$ cat config.mk
export PLATFORM = sky130hd
export DESIGN_NAME = pipelined_cla_adder
export DESIGN_NICKNAME = d
export VERILOG_FILES = /design/src/rtl/pipelined_cla_adder.sv
export SDC_FILE = /design/constraint.sdc
export NUM_CORES = 1
export LEC_CHECK = 0
export BUFFER_PORTS_ARGS = -buffer_cell sky130_fd_sc_hd__buf_4
export CAP_MARGIN = 20
export CORE_UTILIZATION = 53
export DETAILED_ROUTE_END_ITERATION = 16
export PLACE_DENSITY = 0.73
export SLEW_MARGIN = 20
export SYNTH_ARGS = -nofsm -noshare
export SYNTH_HDL_FRONTEND = slang
export SYNTH_SLANG_ARGS = --single-unit
$ cat constraint.sdc
create_clock -name clk -period 1.9 [get_ports clk]
set_clock_uncertainty 0.1 [all_clocks]
set_input_delay 0.38 -clock clk [delete_from_list [all_inputs] [get_ports clk]]
set_output_delay 0.38 -clock clk [all_outputs]
set_load 0.05 [all_outputs]
$ cat src/rtl/pipelined_cla_adder.sv
// Pipelined carry-lookahead adder/subtractor with valid/ready handshakes.
// One SEG_WIDTH-bit segment is resolved per stage. The carry, the running group
// propagate/generate and the partial sum are registered between stages.
// Ports:
//   clk, rst_n           clock, synchronous active-low reset
//   in_valid/in_ready    input handshake; in0/in1/carry_in/sub are the operands
//   out_valid/out_ready  output handshake; sum/carry_out/overflow/PG/GG are the result
module pipelined_cla_adder #(
  parameter int unsigned WIDTH     = 32,
  parameter int unsigned SEG_WIDTH = 8
) (
  input  logic             clk,
  input  logic             rst_n,
  input  logic             in_valid,
  output logic             in_ready,
  input  logic [WIDTH-1:0] in0,
  input  logic [WIDTH-1:0] in1,
  input  logic             carry_in,
  input  logic             sub,
  output logic             out_valid,
  input  logic             out_ready,
  output logic [WIDTH-1:0] sum,
  output logic             carry_out,
  output logic             overflow,
  output logic             PG,
  output logic             GG
);

  localparam int unsigned NSEG = WIDTH / SEG_WIDTH;
  localparam int unsigned NGRP = SEG_WIDTH / 4;

  // Global stall: the whole pipeline freezes while the output beat is refused.
  logic stall;
  assign stall    = out_valid & ~out_ready;
  assign in_ready = ~stall;

  // Input register: operand A, prepared operand B' and carry into bit 0.
  logic             v0_q, v0_d;
  logic [WIDTH-1:0] a0_q, a0_d;
  logic [WIDTH-1:0] b0_q, b0_d;
  logic             c0_q, c0_d;

  always_comb begin
    v0_d = v0_q;
    a0_d = a0_q;
    b0_d = b0_q;
    c0_d = c0_q;
    if (!stall) begin
      v0_d = in_valid;
      if (in_valid) begin
        a0_d = in0;
        b0_d = sub ? ~in1 : in1;
        c0_d = sub | carry_in;
      end
    end
  end

  always_ff @(posedge clk) begin
    if (!rst_n) begin
      v0_q <= 1'b0;
      a0_q <= '0;
      b0_q <= '0;
      c0_q <= 1'b0;
    end else begin
      v0_q <= v0_d;
      a0_q <= a0_d;
      b0_q <= b0_d;
      c0_q <= c0_d;
    end
  end

  for (genvar k = 0; k < NSEG; k++) begin : g_stage
    localparam int unsigned LO = k * SEG_WIDTH;
    localparam int unsigned BW = WIDTH - LO;

    // acc holds sum bits below LO and still-unprocessed A bits from LO upward.
    logic             v_in, c_in, pg_in, gg_in;
    logic [WIDTH-1:0] acc_in;
    logic [BW-1:0]    b_in;

    logic             v_q, v_d, c_q, c_d, pg_q, pg_d, gg_q, gg_d;
    logic [WIDTH-1:0] acc_q, acc_d;

    logic [SEG_WIDTH-1:0] a_s, b_s, p, g, s_seg;
    logic [SEG_WIDTH:0]   c;
    logic [NGRP:0]        sp, sg;

    if (k == 0) begin : g_src
      assign v_in   = v0_q;
      assign acc_in = a0_q;
      assign b_in   = b0_q;
      assign c_in   = c0_q;
      assign pg_in  = 1'b1;
      assign gg_in  = 1'b0;
    end else begin : g_src
      assign v_in   = g_stage[k-1].v_q;
      assign acc_in = g_stage[k-1].acc_q;
      assign b_in   = g_stage[k-1].g_pass.b_q;
      assign c_in   = g_stage[k-1].c_q;
      assign pg_in  = g_stage[k-1].pg_q;
      assign gg_in  = g_stage[k-1].gg_q;
    end

    assign a_s   = acc_in[LO +: SEG_WIDTH];
    assign b_s   = b_in[SEG_WIDTH-1:0];
    assign p     = a_s ^ b_s;
    assign g     = a_s & b_s;
    assign c[0]  = c_in;
    assign sp[0] = 1'b1;
    assign sg[0] = 1'b0;

    // 4-bit lookahead groups; sp/sg fold group P/G into the segment P/G
    // without the incoming carry.
    for (genvar j = 0; j < NGRP; j++) begin : g_grp
      localparam int unsigned B = 4 * j;
      logic grp_p, grp_g;
      assign grp_p = &p[B +: 4];
      assign grp_g = g[B+3] | (p[B+3] & g[B+2]) | (&p[B+2 +: 2] & g[B+1])
                   | (&p[B+1 +: 3] & g[B]);
      assign c[B+1] = g[B] | (p[B] & c[B]);
      assign c[B+2] = g[B+1] | (p[B+1] & g[B]) | (&p[B +: 2] & c[B]);
      assign c[B+3] = g[B+2] | (p[B+2] & g[B+1]) | (&p[B+1 +: 2] & g[B])
                    | (&p[B +: 3] & c[B]);
      assign c[B+4] = grp_g | (grp_p & c[B]);
      assign sp[j+1] = sp[j] & grp_p;
      assign sg[j+1] = grp_g | (grp_p & sg[j]);
    end

    assign s_seg = p ^ c[SEG_WIDTH-1:0];

    // Data registers load only with a valid beat, so outputs hold across bubbles.
    always_comb begin
      v_d   = v_q;
      acc_d = acc_q;
      c_d   = c_q;
      pg_d  = pg_q;
      gg_d  = gg_q;
      if (!stall) begin
        v_d = v_in;
        if (v_in) begin
          acc_d                  = acc_in;
          acc_d[LO +: SEG_WIDTH] = s_seg;
          c_d                    = c[SEG_WIDTH];
          pg_d                   = pg_in & sp[NGRP];
          gg_d                   = sg[NGRP] | (sp[NGRP] & gg_in);
        end
      end
    end

    always_ff @(posedge clk) begin
      if (!rst_n) begin
        v_q   <= 1'b0;
        acc_q <= '0;
        c_q   <= 1'b0;
        pg_q  <= 1'b0;
        gg_q  <= 1'b0;
      end else begin
        v_q   <= v_d;
        acc_q <= acc_d;
        c_q   <= c_d;
        pg_q  <= pg_d;
        gg_q  <= gg_d;
      end
    end

    if (k < NSEG - 1) begin : g_pass
      // Remaining B' slices shrink by one segment per stage.
      logic [BW-SEG_WIDTH-1:0] b_q, b_d;
      always_comb begin
        b_d = b_q;
        if (v_in && !stall) b_d = b_in[BW-1:SEG_WIDTH];
      end
      always_ff @(posedge clk) begin
        if (!rst_n) b_q <= '0;
        else        b_q <= b_d;
      end
    end else begin : g_last
      // Signed overflow: carry into the MSB differs from carry out of it.
      logic ov_q, ov_d;
      always_comb begin
        ov_d = ov_q;
        if (v_in && !stall) ov_d = c[SEG_WIDTH] ^ c[SEG_WIDTH-1];
      end
      always_ff @(posedge clk) begin
        if (!rst_n) ov_q <= 1'b0;
        else        ov_q <= ov_d;
      end
    end
  end

  assign out_valid = g_stage[NSEG-1].v_q;
  assign sum       = g_stage[NSEG-1].acc_q;
  assign carry_out = g_stage[NSEG-1].c_q;
  assign overflow  = g_stage[NSEG-1].g_last.ov_q;
  assign PG        = g_stage[NSEG-1].pg_q;
  assign GG        = g_stage[NSEG-1].gg_q;

endmodule

==> metrics <==
HP Class in2reg; Gate power share under 10%; Num CTS Buffers 26; Post-DP HPWL 17.6 mm; top cells by area, synth dfxtp_1, nand2_1, a21oi_1, ha_1, xnor2_1; Final Hold Fails 0; placed cell count about 1600; drt total wl 25.4 mm; Yosys warnings 0; Place WS -128 ps; wire per inst around 15 µm; Int Power between 0.009 and 0.01 W; Total Die Area slightly above 0.02 mm²; Rel. slew slack ~57%; M3 GR Usage under 10%; Final Cycle Share 101%; reg2reg start g_stage[2].acc_q[25]; Slew Limit Fails 0; share of layout cells above drive strength 1 about a fifth; Avg Inst Size Synth ~8 µm²; Fmax achieved roughly 520 MHz; switching power about 0.0026 W; crit end category flip-flop; antenna violations before repair 0; met2 global-route usage 40.2%; post-synthesis cell area ~0.011 mm²; post-synth top area share about half; I/O pin count approximately 110; H-Tree Depth 1; ANT cells 0; Worst setup startpoint g_stage[2].acc_q[25]; area grow syn2layout 25.8%; Netlist cell types 51; final setup fails 2; CP Class reg2reg; final period demand of the worst path approximately 1900 ps; Mapped Nets 1401; Worst EP arrival roughly 2300 ps; post-synthesis sequential area ratio 48.8%; worst path buffer plus inverter count 0; Vias per Instance 5.37; power per cell area around 900 mW/mm²; CP endpoint sum[28]; register bit total from synthesis around 260; Crit path depth 7; nets@finish between 1500 and 2000; Horiz. Die Dim roughly 140 µm; Clk pwr share 44.2%; VDD IR max ~0.65 mV; crit path max fanout 2; DRC Markers 0; worst skew pair latency 520 ps; vias a little over 9000; CP cell instances ha_4, a211oi_2, o21ba_2, o21ai_2, fa_2, nand2_1, a21oi_1; WP data required between 2000 and 2500 ps; vias in the first global route between 8000 and 9000; post-synth top area cell dfxtp_1; initial core utilization approximately 54%; Post-Synthesis Cells about 1300; all-layer global routing usage about a quarter; max cap viols 0; filler cell count between 1500 and 2000; first-pass GRT wire length just over 40 mm; reg-to-reg setup timing slack -10 ps; Max clock buf depth 3; worst setup margin -13.8 ps; ys async rst share 0%; Antenna Nets Post-Route 0; Post-Layout Cell Count about 1700; RSZ-0062 raised after global routing true; failing checks setup timing; Worst-path clk slew 60 ps; FP Rows a little over 50; leak pwr approximately 5.0 nW; CP max stage delay 520 ps; met1 Use GR 32.6%; CTS tree built; Clock Sinks 259; top_reg_cell synth dfxtp_1; slowest CP cell fa_2; Post-synth EDFFs 0; Placer Congestion around 0.9; Most Used Layer, Global Route met2; Switching Share 22.1%; largest net degree at the start of global routing 81; die height about 140 µm; I/O Buffers ~110; Core Box Area roughly 0.020 mm²; CTS Root Buffer Type clkbuf_16; reg2reg path depth 7; CP startpoint kind flip-flop; status finished with violations; Top delay family on crit path adder cells; DRT Pass-1 Iters 5; Worst Max-Slew Pin Slew 649 ps; Iter 0 DRT Violations about 580; grt total ovfl 0; Reg2Reg Capture Point sum[28]; Seq pwr share 48.0%
[per-layer routing]
layer / vias to the layer above / wire length, µm
li1: 4604 / -
met1: 4264 / 11600
met2: 230 / 11800
met3: 39 / 1160
met4: 0 / 735
met5: - / 0
[area by class of cell]
| type | instances | area, µm² | area share (%) |
|---|---|---|---|
| inverters | 18 | 75.1 | 0.562 |
| flip-flops and latches | 259 | 5210 | 39.0 |
| repair buffers | 192 | 1590 | 11.9 |
| well taps | 265 | 332 | 2.48 |
| clock inverters | 6 | 105 | 0.787 |
| clock buffers | 40 | 785 | 5.87 |
| multi-input cells | 923 | 5260 | 39.4 |
[cells in the mapped netlist (2+ instances only)]
master	instances
xnor2_1	43
nor2_1	49
clkbuf_1	40
and2_1	7
nand2b_1	3
nand4b_1	2
a221o_1	2
a211oi_1	42
ha_1	32
a41o_1	3
fa_1	8
nor2b_1	4
nand2_1	397
nand3_1	20
and3_1	3
buf_6	2
o211ai_1	4
and4_1	4
o311ai_0	3
o21bai_1	4
a211oi_2	3
nand4_1	13
or3_1	3
a21o_1	10
xor2_1	2
nor3_1	9
a221oi_1	3
buf_2	47
o21ai_0	14
inv_1	16
a2bb2oi_1	2
a21oi_1	216
a31oi_1	5
dfxtp_1	259
[per-stage QoR]
| stage | util (%) | hold WS (ps) | TNS [ps] | power, W | instance area, µm² |
|---|---|---|---|---|---|
| 2_1_floorplan | - | 332 | -90.7 | 0.00632 | 10700 |
| 3_3_place_gp | 61.7 | 340 | -160 | 0.00666 | 12000 |
| 3_5_place_dp | 61.7 | 344 | -237 | 0.00668 | 12000 |
| 4_1_cts | 67.1 | 2.60 | 0 | 0.0119 | 13100 |
| 5_1_grt | 68.4 | 11.5 | -502 | 0.0123 | 13400 |
| 6_report | 68.4 | 15.1 | -19.5 | 0.0119 | 13400 |
[how the worst min path moves through the flow]
stage,start,slack [ps],cells after the start,endpoint
global placement,sum[26],340,2,sum[26]
detailed placement,a0_q[31],340,2,g_stage[0].acc_q[31]
finish,in0[6],20,3,a0_q[6]
CTS,in0[15],3,3,a0_q[15]
global route,in0[14],10,3,a0_q[14]
floorplan,g_stage[0].acc_q[3],330,2,g_stage[1].acc_q[3]
[worst reg2reg max path: cells and delay by family, from the launching register on]
kind / cells / cell delay [ps]
fa+ha+maj: 2 / 760
flops: 1 / 330
simple gates: 1 / 50
compound gates: 4 / 610
[logic make-up after synthesis]
kind of cell	share of synthesized area (%)
simple gates	20.2
compound gates	17.4
flops	48.8
buf+inv	4.58
xor+xnor	3.71
fa+ha+maj	5.28
[power groups by stage]
| stage | sequential, W | clock [W] | combinational (W) |
|---|---|---|---|
| 2_1_floorplan | 0.00578 | 0 | 0.000539 |
| 3_3_place_gp | 0.00580 | 0 | 0.000857 |
| 3_5_place_dp | 0.00581 | 0 | 0.000872 |
| 4_1_cts | 0.00569 | 0.00530 | 0.000895 |
| 5_1_grt | 0.00571 | 0.00556 | 0.00102 |
| 6_report | 0.00570 | 0.00524 | 0.000924 |
[cell usage in the layout (no fill, tap or decap), types with 5 or more instances in the layout]
master           n
dfxtp_1        240
ha_1            13
nand2_1        397
clkbuf_1         7
a211oi_1        41
nand3_1         20
dlygate4sd3_1    8
a21oi_1        210
nor2_1          49
dfxtp_2         19
nand4_1         13
a21oi_2          6
o21ai_0         10
clkbuf_16       27
buf_4          172
buf_12          10
ha_4            15
a21o_1          10
nor3_1           7
clkbuf_8         6
a31oi_1          5
inv_1           16
xnor2_1         42
[repair_timing]
action	4_1_cts	5_1_grt
pin swaps	9	23
hold buffers	8	0
resized for setup	15	48
setup buffers	1	4
endpoints found under the setup margin	8	25
endpoints found under the hold margin	8	0
cloned	0	0
[flip-flops by register name (all words and copies together), names as in the netlist]
signal / cells
overflow: 1
g_stage.gg_q: 3
carry_out: 1
out_valid: 1
g_stage.c_q: 3
g_stage.v_q: 3
sum: 32
c0_q: 1
b0_q: 32
GG: 1
g_stage.acc_q: 96
g_stage.v_in: 1
PG: 1
a0_q: 32
g_stage.pg_q: 3
g_stage.g_pass.b_q: 48
Power figures use the tool's default switching activity.
